--- src/rtl/zbt_audio_pkg.sv ---
// Shared types and constants for the ZBT audio sample port: word/lane geometry,
// address width, read latency and the controller state encoding.
package zbt_audio_pkg;

  localparam int SAMPLES_PER_WORD = 3;
  localparam int SAMPLE_W         = 12;
  localparam int WORD_W           = SAMPLES_PER_WORD * SAMPLE_W;
  localparam int ADDR_W           = 19;
  localparam int READ_LATENCY     = 2;

  localparam logic [1:0]          LANE_LAST   = 2'(SAMPLES_PER_WORD - 1);
  localparam logic [SAMPLE_W-1:0] SAMPLE_ZERO = 12'h000;

  typedef enum logic [1:0] {
    ST_IDLE      = 2'd0,
    ST_REC       = 2'd1,
    ST_PLAY_FILL = 2'd2,
    ST_PLAY      = 2'd3
  } state_e;

  // Lane 0 sits in the most significant bits of the word.
  function automatic logic [SAMPLE_W-1:0] word_lane(input logic [WORD_W-1:0] w,
                                                    input logic [1:0]        idx);
    case (idx)
      2'd0:    word_lane = w[35:24];
      2'd1:    word_lane = w[23:12];
      2'd2:    word_lane = w[11:0];
      default: word_lane = SAMPLE_ZERO;
    endcase
  endfunction

endpackage

--- src/rtl/zbt_sample_port_if.sv ---
// ZBT SRAM access bundle: request strobe, direction, address, write and read data.
interface zbt_sample_port_if;
  import zbt_audio_pkg::*;

  logic              zbt_req;
  logic              zbt_we;
  logic [ADDR_W-1:0] zbt_addr;
  logic [WORD_W-1:0] zbt_wdata;
  logic [WORD_W-1:0] zbt_rdata;

  modport master (output zbt_req, zbt_we, zbt_addr, zbt_wdata, input zbt_rdata);
  modport slave  (input zbt_req, zbt_we, zbt_addr, zbt_wdata, output zbt_rdata);

endinterface

--- src/rtl/zbt_read_pipe.sv ---
// Tracks outstanding ZBT reads: a LATENCY-deep valid shift register whose last
// stage marks the cycle zbt_rdata carries a requested word. Flush kills all.
module zbt_read_pipe
  import zbt_audio_pkg::*;
#(
  parameter int LATENCY = READ_LATENCY
) (
  input  logic clk,
  input  logic rst_n,
  input  logic flush,
  input  logic issue,
  output logic rdata_valid
);

  logic [LATENCY-1:0] valid_q;
  logic [LATENCY-1:0] valid_d;

  // Shift a new read in, or drop everything in flight on flush.
  always_comb begin
    if (flush) begin
      valid_d = {LATENCY{1'b0}};
    end else begin
      valid_d = {valid_q[LATENCY-2:0], issue};
    end
  end

  // Valid pipeline register.
  always_ff @(posedge clk or negedge rst_n) begin
    if (!rst_n) begin
      valid_q <= {LATENCY{1'b0}};
    end else begin
      valid_q <= valid_d;
    end
  end

  assign rdata_valid = valid_q[LATENCY-1];

endmodule

--- src/rtl/zbt_sample_port.sv ---
// Packs record samples three per ZBT word and unpacks prefetched words on playback.
// Define ZBT_FLUSH_EN to write the partial word when song_done ends a recording.
module zbt_sample_port
  import zbt_audio_pkg::*;
(
  input  logic                clk,
  input  logic                reset,
  input  logic                start_song,
  input  logic                pause_song,
  input  logic                record_mode,
  input  logic                song_done,
  input  logic [ADDR_W-1:0]   base_address,
  input  logic                sample_valid,
  input  logic [SAMPLE_W-1:0] sample_in,
  output logic [SAMPLE_W-1:0] sample_out,
  output logic                underrun,
  zbt_sample_port_if.master   zbt
);

  state_e              state_q, state_d;
  logic [1:0]          lane_idx_q, lane_idx_d;
  logic [ADDR_W-1:0]   word_addr_q, word_addr_d;
  logic [SAMPLE_W-1:0] lane0_q, lane0_d;
  logic [SAMPLE_W-1:0] lane1_q, lane1_d;
  logic [WORD_W-1:0]   cur_word_q, cur_word_d;
  logic                cur_valid_q, cur_valid_d;
  logic [WORD_W-1:0]   nxt_word_q, nxt_word_d;
  logic                nxt_valid_q, nxt_valid_d;
  logic                second_rd_q, second_rd_d;
  logic                done_pend_q, done_pend_d;
  logic [SAMPLE_W-1:0] sample_out_q, sample_out_d;
  logic                underrun_q, underrun_d;
  logic                zbt_req_q, zbt_req_d;
  logic                zbt_we_q, zbt_we_d;
  logic [ADDR_W-1:0]   zbt_addr_q, zbt_addr_d;
  logic [WORD_W-1:0]   zbt_wdata_q, zbt_wdata_d;

  logic strobe_s;
  logic rdata_valid_s;

  assign strobe_s = sample_valid & ~pause_song;

  zbt_read_pipe #(.LATENCY(READ_LATENCY)) u_read_pipe (
    .clk         (clk),
    .rst_n       (reset),
    .flush       (start_song),
    .issue       (zbt_req_q & ~zbt_we_q),
    .rdata_valid (rdata_valid_s)
  );

  // Next-state, buffer and memory-request logic.
  always_comb begin
    state_d      = state_q;
    lane_idx_d   = lane_idx_q;
    word_addr_d  = word_addr_q;
    lane0_d      = lane0_q;
    lane1_d      = lane1_q;
    cur_word_d   = cur_word_q;
    cur_valid_d  = cur_valid_q;
    nxt_word_d   = nxt_word_q;
    nxt_valid_d  = nxt_valid_q;
    second_rd_d  = 1'b0;
    done_pend_d  = done_pend_q;
    sample_out_d = sample_out_q;
    underrun_d   = underrun_q;
    zbt_req_d    = 1'b0;
    zbt_we_d     = 1'b0;
    zbt_addr_d   = zbt_addr_q;
    zbt_wdata_d  = zbt_wdata_q;

    if (start_song) begin
      word_addr_d = base_address;
      lane_idx_d  = 2'd0;
      underrun_d  = 1'b0;
      cur_valid_d = 1'b0;
      nxt_valid_d = 1'b0;
      done_pend_d = 1'b0;
      if (record_mode) begin
        state_d = ST_REC;
      end else begin
        // Prime both buffer slots: base now, base+1 on the following cycle.
        state_d     = ST_PLAY_FILL;
        zbt_req_d   = 1'b1;
        zbt_addr_d  = base_address;
        word_addr_d = base_address + 19'd1;
        second_rd_d = 1'b1;
      end
    end else begin
      case (state_q)
        ST_IDLE: begin
          state_d = ST_IDLE;
        end

        ST_REC: begin
          if (strobe_s) begin
            case (lane_idx_q)
              2'd0: begin
                lane0_d    = sample_in;
                lane_idx_d = 2'd1;
              end
              2'd1: begin
                lane1_d    = sample_in;
                lane_idx_d = 2'd2;
              end
              default: begin
                zbt_req_d   = 1'b1;
                zbt_we_d    = 1'b1;
                zbt_addr_d  = word_addr_q;
                zbt_wdata_d = {lane0_q, lane1_q, sample_in};
                word_addr_d = word_addr_q + 19'd1;
                lane_idx_d  = 2'd0;
              end
            endcase
          end else begin
            lane_idx_d = lane_idx_q;
          end
          if (song_done) begin
            state_d = ST_IDLE;
`ifdef ZBT_FLUSH_EN
            if (lane_idx_d != 2'd0) begin
              zbt_req_d   = 1'b1;
              zbt_we_d    = 1'b1;
              zbt_addr_d  = word_addr_q;
              zbt_wdata_d = {lane0_d, (lane_idx_d == 2'd2) ? lane1_d : SAMPLE_ZERO, SAMPLE_ZERO};
              word_addr_d = word_addr_q + 19'd1;
              lane_idx_d  = 2'd0;
            end else begin
              lane_idx_d = 2'd0;
            end
`else
            lane_idx_d = 2'd0;
`endif
          end else begin
            state_d = ST_REC;
          end
        end

        ST_PLAY_FILL, ST_PLAY: begin
          if (second_rd_q) begin
            zbt_req_d   = 1'b1;
            zbt_addr_d  = word_addr_q;
            word_addr_d = word_addr_q + 19'd1;
          end else begin
            zbt_req_d = 1'b0;
          end

          // Returning words fill the current slot first, then the prefetch slot.
          if (rdata_valid_s && !cur_valid_q) begin
            cur_word_d  = zbt.zbt_rdata;
            cur_valid_d = 1'b1;
          end else if (rdata_valid_s) begin
            nxt_word_d  = zbt.zbt_rdata;
            nxt_valid_d = 1'b1;
          end else begin
            nxt_valid_d = nxt_valid_q;
          end

          if (state_q == ST_PLAY_FILL) begin
            if (strobe_s) begin
              underrun_d = 1'b1;
            end else begin
              underrun_d = underrun_q;
            end
            if (rdata_valid_s) begin
              state_d = ST_PLAY;
            end else begin
              state_d = ST_PLAY_FILL;
            end
          end else begin
            if (song_done) begin
              done_pend_d = 1'b1;
            end else begin
              done_pend_d = done_pend_q;
            end

            if (strobe_s && !cur_valid_q) begin
              underrun_d = 1'b1;
            end else if (strobe_s) begin
              sample_out_d = word_lane(cur_word_q, lane_idx_q);
              if (lane_idx_q == LANE_LAST) begin
                lane_idx_d = 2'd0;
                if (nxt_valid_q) begin
                  cur_word_d  = nxt_word_q;
                  cur_valid_d = 1'b1;
                  nxt_valid_d = rdata_valid_s;
                end else if (rdata_valid_s) begin
                  cur_word_d  = zbt.zbt_rdata;
                  cur_valid_d = 1'b1;
                  nxt_valid_d = 1'b0;
                end else begin
                  cur_valid_d = 1'b0;
                  underrun_d  = 1'b1;
                end
                if (song_done || done_pend_q) begin
                  state_d = ST_IDLE;
                end else begin
                  zbt_req_d   = 1'b1;
                  zbt_addr_d  = word_addr_q;
                  word_addr_d = word_addr_q + 19'd1;
                end
              end else begin
                lane_idx_d = lane_idx_q + 2'd1;
              end
            end else begin
              sample_out_d = sample_out_q;
            end
          end
        end

        default: begin
          state_d = ST_IDLE;
        end
      endcase
    end
  end

  // State, buffer and registered-output flops.
  always_ff @(posedge clk or negedge reset) begin
    if (!reset) begin
      state_q      <= ST_IDLE;
      lane_idx_q   <= 2'd0;
      word_addr_q  <= 19'd0;
      lane0_q      <= 12'h000;
      lane1_q      <= 12'h000;
      cur_word_q   <= 36'h0;
      cur_valid_q  <= 1'b0;
      nxt_word_q   <= 36'h0;
      nxt_valid_q  <= 1'b0;
      second_rd_q  <= 1'b0;
      done_pend_q  <= 1'b0;
      sample_out_q <= 12'h000;
      underrun_q   <= 1'b0;
      zbt_req_q    <= 1'b0;
      zbt_we_q     <= 1'b0;
      zbt_addr_q   <= 19'd0;
      zbt_wdata_q  <= 36'h0;
    end else begin
      state_q      <= state_d;
      lane_idx_q   <= lane_idx_d;
      word_addr_q  <= word_addr_d;
      lane0_q      <= lane0_d;
      lane1_q      <= lane1_d;
      cur_word_q   <= cur_word_d;
      cur_valid_q  <= cur_valid_d;
      nxt_word_q   <= nxt_word_d;
      nxt_valid_q  <= nxt_valid_d;
      second_rd_q  <= second_rd_d;
      done_pend_q  <= done_pend_d;
      sample_out_q <= sample_out_d;
      underrun_q   <= underrun_d;
      zbt_req_q    <= zbt_req_d;
      zbt_we_q     <= zbt_we_d;
      zbt_addr_q   <= zbt_addr_d;
      zbt_wdata_q  <= zbt_wdata_d;
    end
  end

  assign sample_out    = sample_out_q;
  assign underrun      = underrun_q;
  assign zbt.zbt_req   = zbt_req_q;
  assign zbt.zbt_we    = zbt_we_q;
  assign zbt.zbt_addr  = zbt_addr_q;
  assign zbt.zbt_wdata = zbt_wdata_q;

endmodule

--- src/flat_wrapper.sv ---
// flat-port wrapper written by rule: the top's interface ports become plain ports
module zbt_sample_port_flat import zbt_audio_pkg::*;
  (clk, reset, start_song, pause_song, record_mode, song_done, base_address, sample_valid, sample_in, sample_out, underrun, zbt_zbt_req, zbt_zbt_we, zbt_zbt_addr, zbt_zbt_wdata, zbt_zbt_rdata);
  zbt_sample_port_if zbt_i ();
  input  logic clk;
  input  logic reset;
  input  logic start_song;
  input  logic pause_song;
  input  logic record_mode;
  input  logic song_done;
  input  logic [ADDR_W-1:0] base_address;
  input  logic sample_valid;
  input  logic [SAMPLE_W-1:0] sample_in;
  output logic [SAMPLE_W-1:0] sample_out;
  output logic underrun;
  output wire logic [$bits(zbt_i.zbt_req)-1:0] zbt_zbt_req;
  output wire logic [$bits(zbt_i.zbt_we)-1:0] zbt_zbt_we;
  output wire logic [$bits(zbt_i.zbt_addr)-1:0] zbt_zbt_addr;
  output wire logic [$bits(zbt_i.zbt_wdata)-1:0] zbt_zbt_wdata;
  input wire logic [$bits(zbt_i.zbt_rdata)-1:0] zbt_zbt_rdata;
  assign zbt_zbt_req = zbt_i.zbt_req;
  assign zbt_zbt_we = zbt_i.zbt_we;
  assign zbt_zbt_addr = zbt_i.zbt_addr;
  assign zbt_zbt_wdata = zbt_i.zbt_wdata;
  assign zbt_i.zbt_rdata = zbt_zbt_rdata;
  zbt_sample_port u_core (.clk(clk), .reset(reset), .start_song(start_song), .pause_song(pause_song), .record_mode(record_mode), .song_done(song_done), .base_address(base_address), .sample_valid(sample_valid), .sample_in(sample_in), .sample_out(sample_out), .underrun(underrun), .zbt(zbt_i));
endmodule
--- config.mk ---
export PLATFORM = sky130hd
export DESIGN_NAME = zbt_sample_port_flat
export DESIGN_NICKNAME = d
export VERILOG_FILES = /design/src/rtl/zbt_audio_pkg.sv /design/src/rtl/zbt_sample_port_if.sv /design/src/rtl/zbt_read_pipe.sv /design/src/rtl/zbt_sample_port.sv /design/src/flat_wrapper.sv
export SDC_FILE = /design/constraint.sdc
export NUM_CORES = 1
export LEC_CHECK = 0
export ABC_AREA = 1
export CORE_MARGIN = 5
export CORE_UTILIZATION = 32
export DETAILED_ROUTE_END_ITERATION = 7
export GPL_TIMING_DRIVEN = 0
export PLACE_DENSITY_LB_ADDON = 0.1
export SLEW_MARGIN = 10
export SYNTH_ARGS = -nofsm -noshare
export SYNTH_HDL_FRONTEND = slang
export SYNTH_SLANG_ARGS = --single-unit
--- constraint.sdc ---
create_clock -name clk -period 2.1 [get_ports clk]
set_input_delay 0.42 -clock clk [delete_from_list [all_inputs] [get_ports clk]]
set_output_delay 0.42 -clock clk [all_outputs]
set_load 0.01 [all_outputs]
Word-level counts from Yosys, hierarchy flattened
Cells that the tools add are included.
Storage, ports and cells
  register bits: 195
  logic and storage cells: 171
Cells by class
  add/subtract/negate cells: 3
  eq/ne operators: 20
  mux-type cells: 96
  bitwise operators: 9
  reductions and logical operators: 25
Operator list (count)
  2-to-1 mux 19 bit: 20
  2-to-1 mux 36 bit: 7
  case mux 19 bit (2 select lines): 2
  2-to-1 mux 1 bit: 47
  adder 19 x 1 -> 19 bit, second input constant: 2
  case mux 12 bit (3 select lines): 1
  2-to-1 mux 2 bit: 15
  AND reduction 4 bit: 6
  != test 4 x 2 -> 1 bit, second input constant: 4
  AND reduction 5 bit: 2
  != test 3 x 2 -> 1 bit, second input constant: 3
  != test 3 bit, second input constant: 3
  != test 4 x 3 -> 1 bit, second input constant: 2
  case mux 2 bit (2 select lines): 2
  inverter 1 bit: 7
  == test 2 bit, second input constant: 3
  case mux 2 bit (3 select lines): 1
  AND reduction 3 bit: 2
  AND reduction 6 bit: 1
  nonzero test 3 bit: 2
  == test 2 x 1 -> 1 bit, second input constant: 2
  logical NOT 2 bit: 2
  != test 2 bit, second input constant: 2
  != test 4 bit, second input constant: 1
  other kinds (10): 14

Depth between registers and ports, before layout
Gate-level depths: netlist (run 1).
  depth after elaboration: 11
  mapped depth: 13
  depth with buffers taken out: 11

Modules after synthesis
A second synthesis (run 1) with hierarchy kept.
Unflattened totals
  cells, all modules: 1252
  area total of the unflattened synthesis: 9809.4 sq um
By module, submodules not included
  zbt_sample_port: times used 1, cells an instance 1246, area an instance 9744.3 sq um, seq. area each 4829.6 sq um
  zbt_read_pipe: times used 1, cells an instance 6, area an instance 65.1 sq um, seq. area each 50.0 sq um

Worst setup path before layout (run 1)
Ideal clock, no wire load.
  path kind: flip-flop to flip-flop
  start point: register u_core.word_addr_q[0]
  end point: register u_core.word_addr_q[18]
  setup time: 0.118 ns
  data arrival time: 1.572 ns
  data required time: 1.982 ns
  slack: 0.410 ns
  stages on the path, launching flop included: 11
  cell sequence: dfrtp_1 ha_1 nand3_1 nor2_2 nand2_1 nor2_1 nand3_1 nand3_1 nand2_1 a21oi_1 nor2_1
Between the ends
  cells in the longest elaborated chain, start to end: 9
  elaborated cells between the ends (all ways): 11
  classes of those cells: add/sub (1); mux (10)
Ends and longest elaborated chain
  start: declaration: line zbt_sample_port.sv:22  | logic [ADDR_W-1:0] word_addr_q, word_addr_d;
  start signal: assignment: line zbt_sample_port.sv:240  | word_addr_q <= word_addr_d;
  adder 19 x 1 -> 19 bit *: line zbt_sample_port.sv:110, zbt_sample_port.sv:142, zbt_sample_port.sv:199
  2-to-1 mux 19 bit: line zbt_sample_port.sv:139  | if (second_rd_q) begin
  2-to-1 mux 19 bit: line zbt_sample_port.sv:194  | if (song_done || done_pend_q) begin
  2-to-1 mux 19 bit: line zbt_sample_port.sv:180  | if (lane_idx_q == LANE_LAST) begin
  2-to-1 mux 19 bit: line zbt_sample_port.sv:178  | end else if (strobe_s) begin
  2-to-1 mux 19 bit: line zbt_sample_port.sv:176  | if (strobe_s && !cur_valid_q) begin
  2-to-1 mux 19 bit: line zbt_sample_port.sv:158  | if (state_q == ST_PLAY_FILL) begin
  case mux 19 bit (2 select lines) *: line zbt_sample_port.sv:89  | case (state_q)
  2-to-1 mux 19 bit *: line zbt_sample_port.sv:71  | if (start_song) begin
Mark *: on every way between the ends. The rest lies on a longest branch, timed or not. The select of a mux whose other input is x is not followed.
A chain may end at the register's enable or synchronous reset.

Worst setup path after layout (run 1)
  start point: input start_song
  end point: register u_core.zbt_addr_q[18], in the netlist u_core.zbt.zbt_addr[18]
Between the ends
  cells in the longest elaborated chain, start to end: 2
  elaborated cells between the ends (all ways): 6
  classes of those cells: eq/ne (3); mux (1); reduce/logical (2)
Ends and longest elaborated chain
  start: declaration: line flat_wrapper.sv:7  | input logic start_song;
  != test 3 x 2 -> 1 bit (no source line) (tied with other cells)
  AND reduction 4 bit (no source line)
  end signal: assignment: line zbt_sample_port.sv:253  | zbt_addr_q <= zbt_addr_d;
  end: declaration: line zbt_sample_port.sv:35  | logic [ADDR_W-1:0] zbt_addr_q, zbt_addr_d;
Parallel ways exist; a longest one is shown, timed or not.

==> results.cfg, run 1 <==
[status]
status = finished clean

[clock_network]
htreeDepth = 4
cts_tree = done
cts_buffer_depth = 2
insertion_delay_ns = 0.45
clock-sinks = 195
cts_buffers = 17
clkSlewWorstSetupHoldPaths_ns = 0.08
cts_root_buffer = clkbuf_16

[routing]
first_pass_iters = 7
drc = 0
drt_iter0_markers = 554
via_per_inst = 4.99
drt-total-wl_um = 30800
routedWlPerCell_um = 17.3
vias = 8882
ant_nets = 0

[sta]
final.period_utilization_pct = 93.5
clock.fmax_mhz = 509
rsz0062_at_grt = no
maxSlewHeadroom_pct = 50.0
hold_ws_ns = 0.0105
setup_viol_count_final = 0
min_period_ns = 1.96
worst_pin_slew_ns = 0.750
setup_tns_ns = 0
final_hold_viol_count = 0
skew_ns = 0.00964
finalMaxSlewViolations = 0

[power]
p_comb_share_pct = 23.6
pwr-share-clk_pct = 30.3
leakagePower_nw = 5.83
peakVddDrop_uv = 565
p_int_mw = 7.22
switchingPower_mw = 3.60
seq_power_share_pct = 46.2
cellPowerDensity_nw_per_um2 = 866
p_sw_share_pct = 33.2

[global_routing]
grt_pass1_wl_um = 48900
busiest_layer = met2
grt_remaining_overflow = 0
use_met3_pct = 3.75
met1_usage_pct = 26.5
grt_pass1_vias = 8808
grtUsageMet2_pct = 27.5
gr-usage-all-layers_pct = 18.1
antenna_found_initial = 1
grt_max_degree = 106

[place]
dp.cells = 1747
gp_routability_congestion = 0.860
port_buffers = 142
hpwl_um = 22300

[synthesis]
yosys.cell_types.count = 48
netlist.top_cell.by_area = dfrtp_1
synth_ff_type = dfrtp_1
synth_area_leaders = dfrtp_1, nand2_1, o21ai_0, inv_1, nand3_1
yosys_warnings = 0
syn-num-nets = 1284
async_flop_share_pct = 100
syn_area_um2 = 9910
synth_top_area_share_pct = 49.2
synth_common_cells = nand2_1, dfrtp_1, o21ai_0
ys_seq_elements = 195
avgSynthCellArea_um2 = 8.21
synth_most_common_cell = nand2_1
synth_edf_count = 0
ys_seq_area_share_pct = 49.2
synthCells = 1208

[final_layout]
fin_cells = 1781
drive_above_1_share_pct = 11.6
nFillCells = 3167
post-route-util_pct = 40.9
n_antenna_cell = 0
final_nets = 1448
area_growth_pct = 26.1

[die]
num_rows = 64
die_h_um = 186
die_area_um2 = 34600
core-area_um2 = 30600
start_util_pct = 32.4
die_width_um = 186
io_pins = 144

[critical_path]
cpMostUsedCell = nand2_1
cpLargestDelayFamily = buffers and inverters
worst_ep_required_time_ns = 2.43
cp-start-kind = input port
end_kind = flip-flop
arrival_ns = 2.30
critPathKind = in -> reg
slowest_stage = clkdlybuf4s50_1
path_buf_inv = 4
worst-path-max-fanout = 10
cpPeakStageDelay_ns = 0.52
path_cells = clkdlybuf4s50_1 > buf_2 > inv_2 > buf_1 > o22ai_1 > nand2_1 > nand2_1

[flow_run]
maxCapViolCount = 0

[min_path]
worstHoldPathType = in -> async
[worst paths after layout]
path | startpoint | end | slack (ns) | depth (start not counted)
max | start_song | u_core.zbt.zbt_addr[18] | 0.14 | 7
min | reset | u_core.nxt_word_q[5] | 0.01 | 1
max reg2reg | u_core.state_q[1] | u_core.zbt.zbt_wdata[11] | 0.18 | 7
min reg2reg | u_core.u_read_pipe.valid_q[0] | u_core.u_read_pipe.valid_q[1] | 0.46 | 2
max in group asynchronous | reset | u_core.word_addr_q[0] | 1.05 | 2
min in group clk | record_mode | u_core.second_rd_q | 0.34 | 2
[what timing repair did]
action | 4_1_cts | 5_1_grt
pin swaps | 0 | 1
hold buffers | 0 | 0
resized for setup | 2 | 18
setup endpoints to repair | 2 | 42
buffers inserted | 0 | 3
[power by group through the flow]
stage	logic, mW	clock network [mW]	registers, mW
final	2.55	3.27	5.00
after floorplan	1.43	0	5.01
after CTS	2.59	3.37	5.00
after global placement	2.54	0	5.07
after global routing	2.88	3.55	5.09
after detailed placement	2.58	0	5.06
[cell families (layout without fill, tap and decap cells)]
group / Yosys count / count (layout) / synth area share [%]
simple gates: 481 / 481 / 20.7
compound gates: 306 / 306 / 17.4
flops: 195 / 195 / 49.2
buf+inv: 184 / 361 / 7.93
mux: 36 / 36 / 4.09
xor+xnor: 4 / 4 / 0.353
fa+ha+maj: 2 / 2 / 0.252
[per-stage QoR]
step                instance area, um2  total power [mW]  worst slack, ns
finish                           12500              10.8            0.136
global route                     12500              11.5           0.0276
CTS                              12400              11.0           0.0431
detailed placement               11900              7.64           -0.421
global placement                 11800              7.61            -8.40
floorplan                         9910              6.44            0.410
[cell type report]
cell class	count	area (um2)	area share [%]
Sequential cell	195	4880	39.0
Multi-Input combinational cell	829	4280	34.2
Timing Repair Buffer	146	1480	11.8
Tap cell	396	495	3.96
Inverter	118	448	3.58
Clock buffer	18	439	3.51
Buffer	65	343	2.74
Clock inverter	14	138	1.10
[metal layers]
layer  vias to the layer above  part of all wire, %
met2                       198                   45
met1                      4303                   49
met3                        23                  4.7
met4                         2                  1.3
li1                       4356                    -
met5                         -                0.065
[layout by cell type, fill, tap and decap left out, types with 11 or more instances in the layout]
cell,count
o21ai_0,147
nand2_1,302
clkbuf_1,25
buf_2,18
nor2_1,69
o22ai_1,43
a21oi_1,64
mux2_2,29
inv_1,105
inv_2,11
nand3_1,65
dfrtp_1,194
clkdlybuf4s50_1,140
a21oi_2,21
clkbuf_16,17
nand4_1,12
Note: power is estimated with default switching activity, not from simulation.
==> run 2: changes to the inputs <==
--- a/config.mk
+++ b/config.mk
@@ -11,7 +11,8 @@
 export DETAILED_ROUTE_END_ITERATION = 7
 export GPL_TIMING_DRIVEN = 0
 export PLACE_DENSITY_LB_ADDON = 0.1
-export SLEW_MARGIN = 10
+export SLEW_MARGIN = 20
 export SYNTH_ARGS = -nofsm -noshare
 export SYNTH_HDL_FRONTEND = slang
 export SYNTH_SLANG_ARGS = --single-unit
+export TNS_END_PERCENT = 5
==> results.cfg, run 2 (synthesized netlist as in run 1, its figures left out) <==
[clock_network]
clock-sinks = 195
cts_buffers = 17
insertion_delay_ns = 0.45
cts_buffer_depth = 2
clkSlewWorstSetupHoldPaths_ns = 0.08
htreeDepth = 4
cts_tree = done
cts_root_buffer = clkbuf_16

[critical_path]
reg2reg_slack_ns = 0.14
worst_r2r_path_depth = 10
r2r_start = u_core.word_addr_q[0]
worst_ep_required_time_ns = 2.44
r2r_end = u_core.word_addr_q[18]
arrival_ns = 2.35
cp-start-kind = input port
worst-path-max-fanout = 10
critPathKind = in -> reg
end_kind = flip-flop

[global_routing]
antenna_found_initial = 1
grt_pass1_vias = 8728
grtUsageMet2_pct = 27.3
grt_pass1_wl_um = 48700
grt_remaining_overflow = 0
gr-usage-all-layers_pct = 18.0
use_met3_pct = 3.85
busiest_layer = met2
grt_max_degree = 75
met1_usage_pct = 26.5

[routing]
drc = 0
via_per_inst = 4.97
routedWlPerCell_um = 17.3
vias = 8847
drt_iter0_markers = 649
drt-total-wl_um = 30800
first_pass_iters = 5
ant_nets = 0

[final_layout]
finalInstanceArea_um2 = 12500
n_antenna_cell = 0
area_growth_pct = 26.0
final_nets = 1447
final_cell_mix = nand2_1, dfrtp_1, o21ai_0, clkdlybuf4s50_1, inv_1
final_common_cell = nand2_1
fin_cells = 1780
nFillCells = 3166
drive_above_1_share_pct = 10.9

[power]
total_power_mw = 10.9
leakagePower_nw = 5.82
peakVddDrop_uv = 576
cellPowerDensity_nw_per_um2 = 871

[sta]
finalMaxSlewViolations = 0
worst_pin_slew_ns = 0.752
maxSlewHeadroom_pct = 49.9
skew_ns = 0.00919
clock.fmax_mhz = 497
hold_ws_ns = 0.344
rsz0062_at_grt = yes
setup_viol_count_final = 0
min_period_ns = 2.01
final.period_utilization_pct = 95.7
fin_ws_ns = 0.0893
final_hold_viol_count = 0

[die]
die_h_um = 186
start_util_pct = 32.4
die_width_um = 186
num_rows = 64
die_area_um2 = 34600
core-area_um2 = 30600
io_pins = 144

[status]
status = finished clean

[place]
gp_routability_congestion = 0.860
preCtsSetupSlack_ns = -0.430
hpwl_um = 22500
port_buffers = 142
dp.cells = 1748
place_area_um2 = 11900

[min_path]
whs_path_depth = 2
worstHoldEndpoint = u_core.second_rd_q
worstHoldPathType = in -> reg
hp-start = record_mode

[flow_run]
maxCapViolCount = 0
==> run 2: changes by cell type in the layout (fill, tap and decap cells not counted), sizes merged <==
cell and delta:
inv +3, dlygate4sd3 +1, clkinvlp -1, clkinv -1, clkbuf -3
==> run 2: worst max-delay path, cell delays in order <==
cell and delay [ns]:
clkdlybuf4s50_1 0.62, buf_2 0.32, buf_1 0.61, nand3_1 0.19, nand3_1 0.13, nand2_1 0.05
==> run 2: cell type report <==
| class | instances | area (um2) | area share (%) |
|---|---|---|---|
| multi-input combinational | 829 | 4260 | 34.1 |
| clock inverter | 15 | 155 | 1.24 |
| sequential | 195 | 4880 | 39.1 |
| timing repair buffer | 145 | 1490 | 12.0 |
| tap | 396 | 495 | 3.97 |
| inverter | 118 | 448 | 3.59 |
| clock buffer | 17 | 425 | 3.41 |
| buffer | 65 | 338 | 2.70 |
==> run 2: per-stage QoR <==
step	TNS (ns)	utilization (%)
3_5_place_dp	-47.37	38.9
6_report	0	40.8
2_1_floorplan	0	-
3_3_place_gp	-1678.60	38.7
5_1_grt	-0.0939	40.8
4_1_cts	0	40.8
==> run 2: power breakdown <==
| part | internal [mW] | leakage, nW | switching (mW) | total (mW) |
|---|---|---|---|---|
| sequential | 4.50 | 2.50 | 0.495 | 4.99 |
| combinational | 1.12 | 3.04 | 1.44 | 2.56 |
| clock | 1.60 | 0.280 | 1.73 | 3.33 |
==> run 2: timing repair <==
item                                   CTS  global route
resized for setup                        2             7
buffers inserted                         0             0
endpoints found under the hold margin   62             0
hold buffers                             1             0
setup endpoints to repair                4            44
==> run 2: how the worst max path moves through the flow <==
stage                                        startpoint                        to  slack, ns  cells past startpoint
after floorplan                   u_core.word_addr_q[0]    u_core.word_addr_q[18]       0.41                     10
after CTS                 u_core.u_read_pipe.valid_q[1]                 flip-flop       0.03                      7
after global routing                    base_address[1]    u_core.word_addr_q[18]      -0.06                     12
after global placement                            reset  u_core.zbt.zbt_wdata[29]      -8.40                      1
final                                        start_song    u_core.word_addr_q[16]       0.09                      6
after detailed placement                     start_song    u_core.word_addr_q[16]      -0.43                      6
==> run 2: layer usage <==
layer  wire length (um)  vias up
met5                 20        -
met2              13900      193
met1              15000     4273
met4                431        2
met3               1380       30
li1                   -     4349
==> variant 1 (settings of run 2) <==
Add an input register stage for `sample_in`, cleared by the reset; this delays it by one clock. The other inputs are not delayed to match.
--- a/src/rtl/zbt_sample_port.sv
+++ b/src/rtl/zbt_sample_port.sv
@@ -16,6 +16,16 @@
   output logic                underrun,
   zbt_sample_port_if.master   zbt
 );
+
+  logic [SAMPLE_W-1:0] sample_q;
+
+  always_ff @(posedge clk or negedge reset) begin
+    if (!reset) begin
+      sample_q <= '0;
+    end else begin
+      sample_q <= sample_in;
+    end
+  end
 
   state_e              state_q, state_d;
   logic [1:0]          lane_idx_q, lane_idx_d;
@@ -95,18 +105,18 @@
           if (strobe_s) begin
             case (lane_idx_q)
               2'd0: begin
-                lane0_d    = sample_in;
+                lane0_d    = sample_q;
                 lane_idx_d = 2'd1;
               end
               2'd1: begin
-                lane1_d    = sample_in;
+                lane1_d    = sample_q;
                 lane_idx_d = 2'd2;
               end
               default: begin
                 zbt_req_d   = 1'b1;
                 zbt_we_d    = 1'b1;
                 zbt_addr_d  = word_addr_q;
-                zbt_wdata_d = {lane0_q, lane1_q, sample_in};
+                zbt_wdata_d = {lane0_q, lane1_q, sample_q};
                 word_addr_d = word_addr_q + 19'd1;
                 lane_idx_d  = 2'd0;
               end
Function: no difference found for any inputs over 4 cycles, from zero or initial values and one cycle with reset low; that may be too few to reach the edited logic, so the function may still have changed.
==> variant 1 against run 2 <==
  * Setup slack improved by 0.014 ns
  * Design area rose by 2.5%
  * Area after synthesis rose by 1.4%
  * Count of clock-buffer cells in the layout rose by 16
  * Routed wire length rose by 3.3%
  * Critical path depth rose by 1
  * Sequential cell count rose by 12
  * Power rose by 3.5%
==> variant 1: results (changes against run 2) <==
Final #Nets=1501 (+3.7%); met3 WL=1810 um (+31%); uppermost layer routed=met4; met2 usage=28.2% (+0.91 points); first-pass GRT wire length=50800 um (+4.3%); dpl ws=-0.413 ns (+0.0169 ns); Largest stage delay, worst path=0.39 ns (-0.23 ns); Synth Area in XOR/XNOR=0.174% (-0.18 points); Seq. cell area=0.00518 sq mm (+6.1%); placed cell area=0.0120 sq mm (+1.2%); post-synth cell types=42 (-13%); multi-input gates=824 (-0.60%); layout cells sized above 1=7.39% (-3.5 points); status=completed; syn nets=1330 (+3.6%); Placer Congestion=0.873 (+1.5%); Adder-Cell Fraction of Synth Area=0.249% (-0.0035 points); Clk Latency, worst-skew pair=0.52 ns (+0.07 ns); sequential share of the synthesized area=51.5% (+2.3 points); footprint of the multi-input gates=0.00399 sq mm (-6.3%); synth top area cells=dfrtp_1 (52%), nand2_1 (15%), o21ai_0 (7.8%); final instance count without filler cells=1837 (+3.2%); final WL=31800 um (+3.3%); worst vdd ir=0.532 mV (-7.7%); filler cell count=3186 (+0.63%); clk_skew=0.0131 ns (+0.00390 ns); DR WL met2=14300 um (+2.8%); seq_cells=207 (+6.2%); most frequent cells after synthesis=nand2_1 (392), dfrtp_1 (207), o21ai_0 (157), inv_1 (152), nor2_1 (55); CTS H-tree lvls=1 (-3); Non-clock inverters=163 (+38%); syn avg cell area=8.02 sq um (-2.3%); Global Route Usage Sum=17.7% (-0.31 points); maximum buffer depth of the clock tree=3 (+1); DR iter-0 viols=638 (-1.7%); clock buf count=33 (+16); WL met1=15100 um (+0.66%); crit path DAT=2.38 ns (+0.03 ns); Area Growth Syn to Fin=27.3%; Max-Slew Margin vs Limit=51.7% (+1.8 points); slowest CP cell=clkbuf_1
variant 1: changes by cell type after synthesis, sizes merged, moves of 8 or more:
| cell | delta |
|---|---|
| a22oi | +26 |
| o22ai | +8 |
| buf | -8 |
| nor2 | -18 |
| nand3 | -19 |
| a21oi | -62 |
| nand2 | +89 |
| mux2 | -31 |
| dfrtp | +12 |
| inv | +42 |
variant 1: stage by stage:
stage	TNS (ns)	hold slack, ns
2_1_floorplan	0	0.124
3_3_place_gp	-1879.93	0.423
3_5_place_dp	-36.61	0.383
4_1_cts	0	0.320
5_1_grt	-0.585	0.316
6_report	0	0.342
variant 1: power by group:
part | switching [mW] | leakage (nW) | total (mW) | internal (mW)
Sequential | 0.346 | 2.61 | 4.99 | 4.65
Clock | 1.63 | 0.361 | 4.00 | 2.37
Combinational | 1.32 | 3.18 | 2.27 | 0.946
variant 1: what timing repair did:
action,4_1_cts,5_1_grt
hold endpoints to repair,52,0
setup endpoints to repair,0,80
hold buffers,1,0
gates resized for setup,0,16
setup buffers,0,0
variant 1: path summary, 6_finish.rpt:
kind                                                start                                       to  slack [ns]
min in group asynchronous                           reset        u_core.nxt_word_q[14]$_DFFE_PN0P_        0.43
max                        u_core.nxt_valid_q$_DFFE_PN0P_                                flip-flop        0.10
min reg2reg                   u_core.zbt.zbt_we$_DFF_PN0_  u_core.u_read_pipe.valid_q[0]$_DFF_PN0_        0.44
min                                          sample_in[9]             u_core.sample_q[9]$_DFF_PN0_        0.34
max in group asynchronous                           reset       u_core.word_addr_q[15]$_DFFE_PN0P_        0.84
max reg2reg                u_core.nxt_valid_q$_DFFE_PN0P_                                flip-flop        0.10
==> variant 2 (settings of run 2) <==
Made on the original files. The option `ZBT_FLUSH_EN` is turned on by a define.
--- a/src/rtl/zbt_sample_port.sv
+++ b/src/rtl/zbt_sample_port.sv
@@ -1,5 +1,7 @@
 // Packs record samples three per ZBT word and unpacks prefetched words on playback.
 // Define ZBT_FLUSH_EN to write the partial word when song_done ends a recording.
+`define ZBT_FLUSH_EN
+
 module zbt_sample_port
   import zbt_audio_pkg::*;
 (
Function: changed (a bounded check fails within 4 cycles, from zero or initial values and one cycle with reset low).
==> variant 2 against run 2 <==
  * Routed wire length increased by 5.9%
  * Die area increased by 2.7%
  * Setup slack got worse by 0.047 ns
  * Power increased by 6.2%
  * Area after synthesis increased by 2.8%
  * Sequential cell count unchanged
  * Critical path depth increased by 4
  * Design area increased by 2.9%
  * Critical endpoint is now u_core.zbt.zbt_wdata[22]$_DFFE_PN0P_
  * Highest routed layer is now met4
==> variant 2: results (changes against run 2) <==
status=completed; hpwl dp=24100 um (+7.1%); WL met1=15600 um (+3.5%); Non-clock inverters=174 (+47%); Clk Latency, worst-skew pair=0.44 ns; placed cell area=0.0122 sq mm (+2.5%); met3 usage=2.74% (-1.1 points); final instance count without filler cells=1900 (+6.7%); clk_skew=0.0132 ns (+0.00405 ns); DR iter-0 viols=554 (-15%); via count=9473 (+7.1%); TritonCTS Buffers=17 (unchanged); vias in the first global route=9332 (+6.9%); Placer Congestion=0.885 (+2.8%); postcts setup bufs=0 (unchanged); sequential share of cell area=38.0% (-1.1 points); type of the most critical hold path=reg -> reg; post-synth cell types=45 (-6.3%); DRT Pass-1 Iters=7 (+2); Global Route Usage Sum=18.3% (+0.24 points); synth top area cells=dfrtp_1 (48%), o21ai_0 (10%), nand2_1 (9.9%); layout cells sized above 1=7.81% (-3.1 points); WHS=0.438 ns (+0.0933 ns); worst vdd ir=0.497 mV (-14%); Non-clock buffers, area share=14.4% (-0.29 points); pin count of the biggest net entering global routing=76 (+1.3%); Final #Nets=1561 (+7.9%); met2 usage=29.3% (+2.0 points); transition time at the pin with the least slew margin=0.643 ns (-0.109 ns); r2r setup slk=0.08 ns (-0.06 ns); syn avg cell area=7.72 sq um (-5.9%); met1 Use GR=25.9% (-0.54 points); DR WL/cell=17.1 um (-0.82%); Pleak=5.84 nW (+0.28%); filler cell count=3239 (+2.3%); antenna violations before repair=0 (-1); met3 WL=1380 um (-0.14%); Core Util, Final=40.8% (about the same); Syn Std Cell Area=0.0102 sq mm (+2.8%); most frequent cells after synthesis=nand2_1 (268), o21ai_0 (203), dfrtp_1 (195), inv_1 (160), nand3_1 (98); Largest stage delay, worst path=0.52 ns (-0.10 ns); syn nets=1396 (+8.7%); sequential share of the synthesized area=47.9% (-1.4 points); uppermost layer routed=met4; DR WL met2=14900 um (+7.7%); final worst setup slack=0.0422 ns (-0.0471 ns); clock buf count=18 (+1); dpl ws=-0.747 ns (-0.317 ns); footprint of the multi-input gates=0.00437 sq mm (+2.6%); first-pass GRT wire length=52400 um (+7.7%); non-clock buffer count=219 (+4.3%); clock-cell share of area=4.66% (+0.016 points); I/O Buffers=143 (+0.70%)
==> variant 2: timing repair <==
action,CTS,global route
resized for setup,6,17
hold buffers,1,0
hold endpoints to repair,51,0
pin swaps,0,1
cloned,0,0
setup endpoints to repair,42,106
==> variant 2: path summary, 6_finish.rpt <==
check                                            startpoint                                      end  cells after the start
min in group asynchronous                             reset     u_core.zbt.zbt_wdata[15]$_DFFE_PN0P_                      2
min reg2reg                     u_core.zbt.zbt_we$_DFF_PN0_  u_core.u_read_pipe.valid_q[0]$_DFF_PN0_                      1
max reg2reg                u_core.lane_idx_q[1]$_DFFE_PN0P_     u_core.zbt.zbt_wdata[22]$_DFFE_PN0P_                      7
min                             u_core.zbt.zbt_we$_DFF_PN0_  u_core.u_read_pipe.valid_q[0]$_DFF_PN0_                      1
max in group asynchronous                             reset        u_core.cur_word_q[35]$_DFFE_PN0P_                      4
max                                            sample_valid     u_core.zbt.zbt_wdata[22]$_DFFE_PN0P_                     10
==> variant 2: report_power, final <==
group / leakage (nW) / switching (mW) / internal (mW)
Clock: 0.290 / 1.67 / 1.70
Combinational: 3.29 / 1.71 / 1.39
Sequential: 2.26 / 0.467 / 4.61
Total: 5.84 / 3.85 / 7.70
==> variant 2: worst register-to-register path, delay by kind of cell (launching register included) <==
| family | cells | cell delay, ns |
|---|---|---|
| AOI/OAI and AO/OA | 2 | 0.35 |
| buffers and inverters | 2 | 0.51 |
| DFF | 1 | 0.44 |
| and+or+nand+nor | 3 | 0.57 |
==> variant 2: cell families after synthesis <==
logic type,synth area share [%]
adders and majority gates,0.245
AOI/OAI and AO/OA,20.9
xor gates and xnor gates,0.344
DFF,47.9
buffers and inverters,9.67
and+or+nand+nor,21.0
